File: src/rtl/dma_axi_pkg.sv
// Shared types and AXI constants for the AXI4 write-burst DMA master.
package dma_axi_pkg;

  localparam int AXI_ADDR_W = 32;
  localparam int AXI_ID_W   = 4;
  localparam int AXI_LEN_W  = 8;
  localparam int AXI_RESP_W = 2;

  localparam int BOUNDARY_4K = 4096;

  localparam logic [1:0] AXI_BURST_INCR = 2'b01;
  localparam logic [3:0] AXI_CACHE_MOD  = 4'b0010;
  localparam logic [2:0] AXI_PROT_DEF   = 3'b010;
  localparam logic [1:0] AXI_RESP_OKAY  = 2'b00;

  typedef enum logic [1:0] {
    ST_IDLE,
    ST_AW,
    ST_W,
    ST_DRAIN
  } dma_state_e;

endpackage

File: src/rtl/dma_axi_burst_calc.sv
// Burst sizing: min(remaining, MAX_BURST_LEN, beats left before the next 4 KB boundary).
module dma_axi_burst_calc
  import dma_axi_pkg::*;
#(
  parameter int DATA_W        = 32,
  parameter int MAX_BURST_LEN = 256,
  parameter int TRANS_W       = 16,
  localparam int CW           = (TRANS_W > 13) ? TRANS_W : 13
) (
  input  logic [11:0]          addr_lo,
  input  logic [TRANS_W-1:0]   remaining,
  output logic [CW-1:0]        burst,
  output logic [AXI_LEN_W-1:0] awlen
);

  localparam int SIZE_LOG2 = $clog2(DATA_W / 8);

  logic [12:0]   bytes_to_4k;
  logic [CW-1:0] beats_to_4k;
  logic [CW-1:0] b;

  always_comb begin
    bytes_to_4k = 13'(BOUNDARY_4K) - {1'b0, addr_lo};
    beats_to_4k = CW'(bytes_to_4k >> SIZE_LOG2);
    b = CW'(remaining);
    if (b > CW'(MAX_BURST_LEN)) b = CW'(MAX_BURST_LEN);
    if (b > beats_to_4k) b = beats_to_4k;
    burst = b;
    awlen = AXI_LEN_W'(b - CW'(1));
  end

endmodule

File: src/rtl/dma_axi_wr_burst.sv
// AXI4 write-channel DMA master: splits a transfer into INCR bursts, tracks outstanding B responses.
// Optional DMA_AXI_WR_ERR_ABORT_EN: stop issuing AW after the first error response.
module dma_axi_wr_burst
  import dma_axi_pkg::*;
#(
  parameter int DATA_W          = 32,
  parameter int MAX_BURST_LEN   = 256,
  parameter int MAX_OUTSTANDING = 4,
  parameter int TRANS_W         = 16,
  localparam int STRB_W         = DATA_W / 8
) (
  input  logic                  clk,
  input  logic                  rst,
  input  logic                  start,
  input  logic [AXI_ADDR_W-1:0] start_addr,
  input  logic [TRANS_W-1:0]    len,
  output logic                  busy,
  output logic                  done,
  output logic                  error,
  input  logic                  in_valid,
  output logic                  in_ready,
  input  logic [DATA_W-1:0]     in_data,
  input  logic [STRB_W-1:0]     in_strb,
  output logic [AXI_ID_W-1:0]   m_axi_awid,
  output logic [AXI_ADDR_W-1:0] m_axi_awaddr,
  output logic [AXI_LEN_W-1:0]  m_axi_awlen,
  output logic [2:0]            m_axi_awsize,
  output logic [1:0]            m_axi_awburst,
  output logic                  m_axi_awlock,
  output logic [3:0]            m_axi_awcache,
  output logic [2:0]            m_axi_awprot,
  output logic [3:0]            m_axi_awqos,
  output logic                  m_axi_awvalid,
  input  logic                  m_axi_awready,
  output logic [DATA_W-1:0]     m_axi_wdata,
  output logic [STRB_W-1:0]     m_axi_wstrb,
  output logic                  m_axi_wlast,
  output logic                  m_axi_wvalid,
  input  logic                  m_axi_wready,
  input  logic [AXI_RESP_W-1:0] m_axi_bresp,
  input  logic                  m_axi_bvalid,
  output logic                  m_axi_bready
);

  localparam int SIZE_LOG2 = $clog2(STRB_W);
  localparam int CW        = (TRANS_W > 13) ? TRANS_W : 13;

  dma_state_e             state, nstate;
  logic [AXI_ADDR_W-1:0]  addr_q;
  logic [TRANS_W-1:0]     remaining_q;
  logic [CW-1:0]          beat_cnt_q;
  logic [CW-1:0]          burst;
  logic [3:0]             outstanding_q;
  logic                   error_q, done_q;
  logic                   aw_allow, aw_hs, w_hs, last_beat, b_err, abort_hit;

  dma_axi_burst_calc #(
    .DATA_W        (DATA_W),
    .MAX_BURST_LEN (MAX_BURST_LEN),
    .TRANS_W       (TRANS_W)
  ) u_calc (
    .addr_lo   (addr_q[11:0]),
    .remaining (remaining_q),
    .burst     (burst),
    .awlen     (m_axi_awlen)
  );

  assign aw_allow  = outstanding_q < 4'(MAX_OUTSTANDING);
  assign b_err     = m_axi_bvalid && (m_axi_bresp != AXI_RESP_OKAY);

  // AW fields come only from registers that hold still in ST_AW, so they stay stable until awready
  assign m_axi_awvalid = (state == ST_AW) && aw_allow;
  assign m_axi_awaddr  = addr_q;
  assign m_axi_awid    = '0;
  assign m_axi_awsize  = 3'(SIZE_LOG2);
  assign m_axi_awburst = AXI_BURST_INCR;
  assign m_axi_awlock  = 1'b0;
  assign m_axi_awcache = AXI_CACHE_MOD;
  assign m_axi_awprot  = AXI_PROT_DEF;
  assign m_axi_awqos   = '0;

  // W is a pure pass-through; in_ready depends only on wready and state, never on in_valid
  assign m_axi_wvalid = (state == ST_W) && in_valid;
  assign in_ready     = (state == ST_W) && m_axi_wready;
  assign m_axi_wdata  = in_data;
  assign m_axi_wstrb  = in_strb;
  assign m_axi_wlast  = (state == ST_W) && (beat_cnt_q == CW'(1));
  assign m_axi_bready = 1'b1;

  assign aw_hs     = m_axi_awvalid && m_axi_awready;
  assign w_hs      = m_axi_wvalid && m_axi_wready;
  assign last_beat = w_hs && m_axi_wlast;

`ifdef DMA_AXI_WR_ERR_ABORT_EN
  assign abort_hit = error_q || b_err;
`else
  assign abort_hit = 1'b0;
`endif

  assign busy  = (state != ST_IDLE);
  assign done  = done_q;
  assign error = error_q;

  always_comb begin
    nstate = state;
    case (state)
      ST_IDLE:  if (start && (len != '0)) nstate = ST_AW;
      ST_AW: begin
        if (aw_hs)                            nstate = ST_W;
        else if (abort_hit && !m_axi_awvalid) nstate = ST_DRAIN;
      end
      ST_W: begin
        if (last_beat)
          nstate = ((remaining_q == TRANS_W'(1)) || abort_hit) ? ST_DRAIN : ST_AW;
      end
      ST_DRAIN: if (outstanding_q == '0) nstate = ST_IDLE;
      default:  nstate = ST_IDLE;
    endcase
  end

  // Control registers
  always_ff @(posedge clk or posedge rst) begin
    if (rst) begin
      state         <= ST_IDLE;
      remaining_q   <= '0;
      beat_cnt_q    <= '0;
      outstanding_q <= '0;
      error_q       <= 1'b0;
      done_q        <= 1'b0;
    end else begin
      state  <= nstate;
      done_q <= (state == ST_DRAIN) && (outstanding_q == '0);

      if ((state == ST_IDLE) && start) begin
        error_q <= 1'b0;
        if (len == '0) done_q <= 1'b1;
        else           remaining_q <= len;
      end else if (busy && b_err) begin
        error_q <= 1'b1;
      end

      if (w_hs) remaining_q <= remaining_q - TRANS_W'(1);

      if (aw_hs)     beat_cnt_q <= burst;
      else if (w_hs) beat_cnt_q <= beat_cnt_q - CW'(1);

      case ({aw_hs, m_axi_bvalid && (outstanding_q != '0)})
        2'b10:   outstanding_q <= outstanding_q + 4'd1;
        2'b01:   outstanding_q <= outstanding_q - 4'd1;
        default: outstanding_q <= outstanding_q;
      endcase
    end
  end

  // Address datapath
  always_ff @(posedge clk) begin
    if ((state == ST_IDLE) && start)
      addr_q <= start_addr & ~AXI_ADDR_W'(STRB_W - 1);
    else if (w_hs)
      addr_q <= addr_q + AXI_ADDR_W'(STRB_W);
  end

endmodule
File: config.mk
export PLATFORM = sky130hd
export DESIGN_NAME = dma_axi_wr_burst
export DESIGN_NICKNAME = d
export VERILOG_FILES = /design/src/rtl/dma_axi_pkg.sv /design/src/rtl/dma_axi_burst_calc.sv /design/src/rtl/dma_axi_wr_burst.sv
export SDC_FILE = /design/constraint.sdc
export NUM_CORES = 1
export LEC_CHECK = 0
export BUFFER_PORTS_ARGS = -buffer_cell sky130_fd_sc_hd__buf_4
export CORE_AREA = 4 4 113 115
export CTS_BUF_LIST = sky130_fd_sc_hd__clkbuf_8
export DETAILED_ROUTE_END_ITERATION = 6
export DIE_AREA = 0 0 117 119
export HOLD_SLACK_MARGIN = 0.12
export PLACE_DENSITY = 0.81
export SYNTH_ARGS = -nofsm -noshare
export SYNTH_HDL_FRONTEND = slang
export SYNTH_SLANG_ARGS = --single-unit
File: constraint.sdc
create_clock -name clk -period 5.35 [get_ports clk]
set_input_delay 1.605 -clock clk [delete_from_list [all_inputs] [get_ports clk]]
set_output_delay 1.605 -clock clk [all_outputs]
set_load 0.005 [all_outputs]
==> flow_summary.ini, run 1 <==
[run_status]
status = finished, violations left
violations = setup timing

[critical_path]
max_stage_delay_ps = 450
crit_fanout = 6
endpoint_kind = output port
crit_family = simple AND/OR/NAND/NOR gates
cp_slowest_cell = dfrtp_2
cp-startpoint = remaining_q[4]
worstSetupStartpointType = flop
cp.required_ps = 3740
critPathBufInv = 3
worstSetupPathType = reg -> out
r2r-start = remaining_q[11]
crit_arrival_ps = 3890
crit_chain = nor3_4 > nand4b_1 > a21oi_2 > buf_6 > buf_4 > and2_4 > ha_1 > nand4_1 > nor3_1 > a21o_1 > a21o_1 > mux2i_2 > ha_4 > nand3_1 > xnor2_1 > mux2i_1 > buf_4

[layout]
fin_util_pct = 57.21
multi_input_area_um2 = 3196
layout.nets = 854
regArea_um2 = 1903
num-fill-cells = 1013
layout-drive-gt1-share_pct = 31.85
n_antenna_cell = 0
area_growth_pct = 23.73

[global_route]
track_usage_pct = 19.49
use_met2_pct = 31.37
overflow = 0
grt_pass1_vias = 4498
grt_busiest_layer = met2
antenna_found_initial = 0
grt_pass1_wl_um = 21780
grtUsageMet1_pct = 25.85
use_met3_pct = 4.065
grt_max_degree = 62

[floorplanning]
coreArea_um2 = 11810
die_h_um = 119
chipWidth_um = 117
dieArea_um2 = 13920
start_util_pct = 46.24
placement_rows = 40
io_pins = 198

[routing]
drt_iter0_markers = 429
drc = 0
drtPass1Iterations = 5
viasPerCell = 5.530
wl_per_cell_um = 16.32
routed_wl_um = 14540
ant_nets = 0
vias = 4927

[sta]
drv_slew = 0
finalHoldViolCount = 0
final.setup_skew_ps = 14.84
timing.fmax_mhz = 181.9
worst_slack_ps = -146.4
setup_violations = 3
timing.final.crit_share_pct = 102.7
fin_crit_ps = 5496
rsz0062_at_grt = yes
maxSlewHeadroom_pct = 50.54
max_slew.worst_pin.slew_ps = 740.3

[synthesis]
synth_edf_count = 30
yosys-top-cells-area = dfrtp_1 (18%), edfxtp_1 (16%), buf_4 (8.5%), xor2_1 (5.6%), nor2_1 (5.3%)
yosysMostFrequentCell = nor2_1
synth_area_um2 = 5461
syn_inst = 630
synth_top_area_cell = dfrtp_1
synth_ff_type = dfrtp_1
synth_seq_cells = 70
ys_types = 63
yosys_warnings = 0
syn-mean-instance-area_um2 = 8.669
ys_top_cells_by_count = nor2_1 (77), buf_4 (62), nand2_1 (57)
synthArstFlopShare_pct = 57.14
ys_seq_area_share_pct = 34.82
synth_top_area_share_pct = 18.33

[clock_network]
root_buffer = clkbuf_8
cts.clk_slew.worst_paths_ps = 80
clk-insertion-delay-late_ps = 370
cts_tree = yes
cts_buffers = 9
cts_sinks = 70
cts_max_level = 3
cts_buffer_depth = 2

[placement]
gp_congestion = 0.9106
port_buffers = 99
place_ws_ps = 45.66
place_hpwl_um = 10040

[power]
power.density_nw_per_um2 = 425.9
ir_worst_vdd_v = 0.0001837
total_leakage_power_nw = 2.884

[flow_run]
cap_violations = 0

[hold_path]
worstHoldPathType = reg -> reg
hold_start = error
worst paths after layout:
| path | end | slack (ps) | depth (start not counted) |
|---|---|---|---|
| setup / recovery | m_axi_awlen[6] | -150 | 17 |
| hold / removal | error | 500 | 2 |
| setup reg to reg | beat_cnt_q[4] | 1890 | 19 |
| hold reg to reg | error | 500 | 2 |
| max in group asynchronous | remaining_q[13] | 3600 | 3 |
| min in group asynchronous | remaining_q[5] | 1360 | 3 |
layout make-up:
| cell class | instances | area share, % |
|---|---|---|
| multi-input cells | 478 | 47.29 |
| flip-flops and latches | 70 | 28.16 |
| repair buffers | 161 | 17.94 |
| well taps | 147 | 2.722 |
| clock buffers | 9 | 1.833 |
| inverters | 19 | 1.055 |
| clock inverters | 7 | 0.9998 |
worst reg2reg max path, stage by stage (launching register included):
cell and delay, ps:
dfrtp_1 440, nor3_2 290, buf_4 170, and3_1 170
buf_4 140, and2_1 220, ha_1 200, a211oi_2 80
nor2_2 160, nor3b_4 70, buf_4 140, buf_4 130
buf_4 120, buf_4 130, buf_4 120, buf_4 120
buf_4 120, a211oi_1 330, a21oi_1 100, a21oi_1 150
per-stage QoR:
stage / cell area [um^2] / total power, W / hold WS, ps / setup TNS (ps) / cells
floorplan: 5552 / 0.001836 / 460.6 / 0 / 654
CTS: 6544 / 0.002777 / 502.6 / 0 / 879
finish: 6758 / 0.002878 / 499.4 / -356.4 / 891
global placement: 6163 / 0.002252 / 486.3 / 0 / 848
detailed placement: 6163 / 0.002292 / 485.8 / 0 / 848
global route: 6758 / 0.003076 / 536.4 / -691.9 / 891
power by group:
group	total (W)	internal [W]	switching (W)
clock	0.000426	0.000213	0.000214
sequential	0.000991	0.000787	0.000203
combinational	0.00146	0.000698	0.000763
total	0.00288	0.00170	0.00118
what timing repair did:
item	CTS	global route
buffers inserted	15	12
endpoints found under the setup margin	3	3
pin swaps	6	18
gates resized for setup	21	21
hold buffers	0	0
logic make-up (layout without fill, tap and decap cells):
kind of cell | Yosys count | after routing | synth area share, %
xor+xnor | 61 | 61 | 9.782
flops | 70 | 70 | 34.82
buf+inv | 106 | 196 | 11.94
mux | 9 | 9 | 1.741
fa+ha+maj | 22 | 22 | 5.178
other cells | 2 | 26 | 0.1375
compound gates | 107 | 107 | 12.53
simple gates | 253 | 253 | 23.87
layout by cell type (no fill, tap or decap), drive strengths merged, types with 3 or more instances in the layout:
master | synthesis | routed
a211oi | 5 | 5
a21o | 5 | 5
a21oi | 47 | 47
a22oi | 4 | 4
and2 | 10 | 10
and3 | 7 | 7
and4 | 3 | 3
buf | 74 | 161
clkbuf | 13 | 9
clkinv | 0 | 3
conb | 2 | 26
dfrtp | 40 | 40
edfxtp | 30 | 30
ha | 21 | 21
inv | 19 | 20
mux2 | 4 | 4
mux2i | 5 | 5
nand2 | 57 | 57
nand3 | 25 | 25
nand4 | 17 | 17
nor2 | 77 | 77
nor2b | 4 | 4
nor3 | 20 | 20
nor4 | 12 | 12
o211ai | 6 | 6
o21a | 3 | 3
o21ai | 20 | 20
o311ai | 5 | 5
or2 | 4 | 4
or3 | 8 | 8
xnor2 | 26 | 26
xor2 | 35 | 35
per-layer routing:
metal	routed length, um	share of wire, %	vias to the layer above
met5	0	0	-
met3	944	6.5	35
met1	6044	42	2357
met2	7223	50	189
met4	324	2.2	0
li1	-	-	2346
sequential cells by signal, indices dropped and copies added (netlist names):
signal         count
error              1
done               1
state              2
beat_cnt_q        16
m_axi_awaddr      30
outstanding_q      4
remaining_q       16
Power figures use the tool's default switching activity.
==> inputs of run 2 (changes only) <==
Settings changed: SETUP_SLACK_MARGIN from default to 0.1.
==> flow_summary.ini, run 2 (synthesized netlist as in run 1, its figures left out) <==
[run_status]
status = finished, violations left
violations = setup timing

[sta]
max_slew.worst_pin.slew_ps = 769.2
maxSlewHeadroom_pct = 48.54
drv_slew = 0
tns_ps = -178.9
rsz0062_at_grt = yes
fin_crit_ps = 5437
worst_slack_ps = -86.91
final.setup_skew_ps = 14.03
timing.fmax_mhz = 183.9
timing.final.crit_share_pct = 101.6
finalHoldViolCount = 0
setup_violations = 3

[routing]
viasPerCell = 5.526
drt_iter0_markers = 352
routed_wl_um = 14720
ant_nets = 0
drc = 0
wl_per_cell_um = 16.56
drtPass1Iterations = 7
vias = 4913

[power]
power.density_nw_per_um2 = 425.3
total_leakage_power_nw = 2.884
p_total_w = 0.002895
ir_worst_vdd_v = 0.0001837

[floorplanning]
coreArea_um2 = 11810
placement_rows = 40
die_h_um = 119
start_util_pct = 46.24
chipWidth_um = 117
io_pins = 198
dieArea_um2 = 13920

[global_route]
antenna_found_initial = 0
track_usage_pct = 19.84
grt_pass1_wl_um = 22110
overflow = 0
grt_max_degree = 62
grt_pass1_vias = 4595

[clock_network]
clk-insertion-delay-late_ps = 370
cts_sinks = 70
cts_buffer_depth = 2
cts_tree = yes
root_buffer = clkbuf_8
cts_max_level = 3
hold_buffers = 0
cts_buffers = 9
cts.clk_slew.worst_paths_ps = 70

[placement]
port_buffers = 99
place_hpwl_um = 10040
gp_congestion = 0.9106
dpl_cell_area_um2 = 6163

[critical_path]
max_stage_delay_ps = 390
worstSetupPathType = reg -> out
cp_slowest_cell = dfrtp_1
crit_arrival_ps = 3830
worstSetupStartpointType = flop
cp.required_ps = 3740
regToRegSetupSlack_ps = 1930
crit_chain = inv_2 > ha_4 > nand4b_1 > a21oi_2 > and2_4 > ha_1 > a211oi_2 > nor2_1 > nor3b_2 > a21o_1 > mux2i_2 > ha_4 > nand2_1 > a21oi_2 > xnor2_1 > a21oi_1 > buf_4
critPathBufInv = 2
crit_fanout = 6
crit_family = compound AO/OA/AOI/OAI gates
endpoint_kind = output port

[flow_run]
cap_violations = 0

[layout]
layout-drive-gt1-share_pct = 32.75
n_antenna_cell = 0
layout_common_cells = buf_4 (156), nor2_1 (77), nand2_1 (54)
layout.nets = 852
num-fill-cells = 993
area_growth_pct = 24.63
largest_register_ffs = 30
final_common_cell = buf_4
fin_area_um2 = 6807

[hold_path]
worstHoldPathType = reg -> reg
run 2: cell types whose count changed in the layout (fill, tap and decap cells not counted), sizes merged:
cell  change
buf       -2
run 2: cell type report:
class                   count  area (um^2)  area share, %
clock buffers               9        123.9          1.820
repair buffers            159         1205          17.70
clock inverters             7        67.56         0.9926
flip-flops and latches     70         1904          27.98
inverters                  19        71.32          1.048
multi-input cells         478         3251          47.76
well taps                 147        183.9          2.702
run 2: path summary, 6_finish.rpt:
| path | startpoint | endpoint | depth (start not counted) |
|---|---|---|---|
| max | remaining_q[0] | m_axi_awlen[4] | 17 |
| min | error | error | 2 |
| max reg2reg | remaining_q[0] | beat_cnt_q[2] | 19 |
| min reg2reg | error | error | 2 |
| max in group asynchronous | rst | remaining_q[11] | 3 |
| min in group asynchronous | rst | remaining_q[5] | 3 |
run 2: repair_timing:
| action | in CTS | in global routing |
|---|---|---|
| gates resized for setup | 31 | 22 |
| endpoints found under the hold margin | 0 | 0 |
| endpoints found under the setup margin | 4 | 3 |
| pin swaps | 12 | 13 |
| setup buffers | 21 | 4 |
run 2: per-stage QoR:
step	hold WS [ps]	setup WS, ps	util (%)	instances
after detailed placement	485.8	45.66	52.18	848
after global routing	536.4	-316.2	57.63	889
after floorplan	460.6	174.6	-	654
after CTS	502.6	93.24	56.21	885
final	499.6	-86.91	57.63	889
after global placement	486.3	132.6	52.18	848
run 2: worst min-delay path, stage by stage (launching register included):
cell     delay [ps]
dfrtp_1         360
nand2_1          50
o21ai_0          60
run 2: power by group:
part	total, W	internal (W)	switching, W
clock network	0.000428	0.000213	0.000216
registers	0.000992	0.000788	0.000204
logic	0.00147	0.000700	0.000775
total	0.00289	0.00170	0.00119
run 2: layer usage:
layer	GRT usage, %	up-vias	wire length (um)
met4	7.455	0	385
met5	0	-	0
met1	26.08	2357	6017
met2	31.93	181	7391
met3	4.065	33	922
li1	-	2342	-
==> inputs of run 3 (changes only) <==
Settings changed: CORE_AREA 4 4 113 115 to 4 4 108 110, DIE_AREA 0 0 117 119 to 0 0 112 114, PLACE_DENSITY 0.81 to 0.84.
Clock period 5.35 ns to 5.2 ns, I/O delays scaled along.
==> flow_summary.ini, run 3 (synthesized netlist as in run 1, its figures left out) <==
[run_status]
status = finished, violations left
violations = setup timing

[critical_path]
crit_fanout = 6
path_depth = 18
crit_end = m_axi_awlen[4]
crit_chain = inv_2 > ha_4 > nand2b_4 > and2b_2 > nand2_2 > xnor2_2 > ha_2 > a21o_1 > a21oi_2 > nor3b_4 > a21o_1 > mux2i_2 > ha_4 > nand2_2 > a21oi_2 > xnor2_1 > a21oi_1 > buf_4
ff2ff_path_depth = 10
crit_family = compound AO/OA/AOI/OAI gates
worstReg2RegEnd = outstanding_q[3]
max_stage_delay_ps = 460
r2r-start = state[1]
critPathBufInv = 2
worstSetupStartpointType = flop
regToRegSetupSlack_ps = 2030
worstSetupPathType = reg -> out
endpoint_kind = output port
crit_arrival_ps = 3710
cp-startpoint = m_axi_awaddr[3]
cp.required_ps = 3640
cp_slowest_cell = edfxtp_1

[floorplanning]
coreArea_um2 = 10700
placement_rows = 38
die_h_um = 114
io_pins = 198
chipWidth_um = 112
dieArea_um2 = 12770
start_util_pct = 51.05

[global_route]
grt_max_degree = 60
grt_pass1_wl_um = 23640
overflow = 0
grt_pass1_vias = 4894
track_usage_pct = 22.70
antenna_found_initial = 0

[sta]
setup_violations = 3
max_slew.worst_pin.slew_ps = 650.0
fin_crit_ps = 5274
maxSlewHeadroom_pct = 56.55
timing.fmax_mhz = 189.6
finalHoldViolCount = 0
rsz0062_at_grt = yes
worst_slack_ps = -73.97
timing.final.crit_share_pct = 101.4
whs_ps = 495.3
final.setup_skew_ps = 13.59
drv_slew = 0

[layout]
layout-drive-gt1-share_pct = 32.98
largest_register_ffs = 30
regArea_um2 = 1902
n_antenna_cell = 0
area_growth_pct = 25.68
layout.nets = 862
num-fill-cells = 809
multi_input_area_um2 = 3243
fin_area_um2 = 6864
final_common_cell = buf_4
layout_common_cells = buf_4 (167), nor2_1 (77), nand2_1 (52)

[routing]
drt_iter0_markers = 513
vias = 5065
ant_nets = 0
drc = 0
routed_wl_um = 15350
wl_per_cell_um = 17.21
drtPass1Iterations = 6
viasPerCell = 5.678

[clock_network]
cts_buffer_depth = 2
cts.clk_slew.worst_paths_ps = 70
cts_max_level = 3
clk-insertion-delay-late_ps = 360
cts_tree = yes
cts_sinks = 70
root_buffer = clkbuf_8
cts_buffers = 9

[placement]
place_ws_ps = 43.22
place_hpwl_um = 10870
dpl_cell_area_um2 = 6220
gp_congestion = 0.8829
port_buffers = 99

[hold_path]
min_delay_path_depth = 2
hold_start = error
worstHoldPathType = reg -> reg

[power]
power.density_nw_per_um2 = 443.8
ir_worst_vdd_v = 0.0002786
total_leakage_power_nw = 2.963

[flow_run]
cap_violations = 0
==> run 3: cell types whose count changed in the layout (fill, tap and decap cells not counted), sizes merged <==
cell,change
buf,+10
clkbuf,+2
clkinv,-3
clkinvlp,-2
inv,+3
==> run 3: what timing repair did <==
action                     CTS  global route
setup buffers               16            11
hold buffers                 0             0
pin swaps                   18            19
resized for setup           29            19
setup endpoints to repair    4             4
==> run 3: worst min-delay path by stage <==
stage                      end
6_report                 error
3_5_place_dp             error
3_3_place_gp             error
5_1_grt                  error
4_1_cts                  error
2_1_floorplan  remaining_q[13]
==> run 3: final cells by class <==
class	instances	area share, %
sequential	70	27.71
multi-input combinational	478	47.25
inverter	19	1.039
clock buffer	11	2.206
timing repair buffer	169	18.59
tap	140	2.552
clock inverter	5	0.6562
==> run 3: report_power, final <==
| part | total [W] | internal [W] | switching (W) |
|---|---|---|---|
| Sequential | 0.00101 | 0.000810 | 0.000200 |
| Clock | 0.000443 | 0.000241 | 0.000202 |
| Combinational | 0.00159 | 0.000760 | 0.000833 |
==> run 3: worst register-to-register path, cell delays in order (launching register included) <==
cell and delay, ps:
dfrtp_1 470, nor4b_2 350, and2_1 570, inv_1 380, ha_1 340, ha_1 280, a21o_1 170, a21oi_1 170
xnor2_1 130, nor2_1 60, xor2_1 140
==> run 3: through the flow <==
step | util (%) | cells | TNS (ps) | total power, W
after detailed placement | 58.14 | 849 | 0 | 0.002416
after CTS | 62.33 | 881 | 0 | 0.002954
final | 64.16 | 892 | -138.7 | 0.003046
after floorplan | - | 654 | 0 | 0.001889
after global routing | 64.16 | 892 | -579.8 | 0.003240
after global placement | 58.14 | 849 | 0 | 0.002349
==> run 3: layer usage <==
metal | part of all wire (%) | global-route usage (%) | vias up
li1 | - | - | 2360
met2 | 50 | 38.49 | 273
met4 | 1.8 | 7.933 | 0
met5 | 0 | 0 | -
met3 | 9.1 | 6.684 | 36
met1 | 39 | 27.72 | 2396
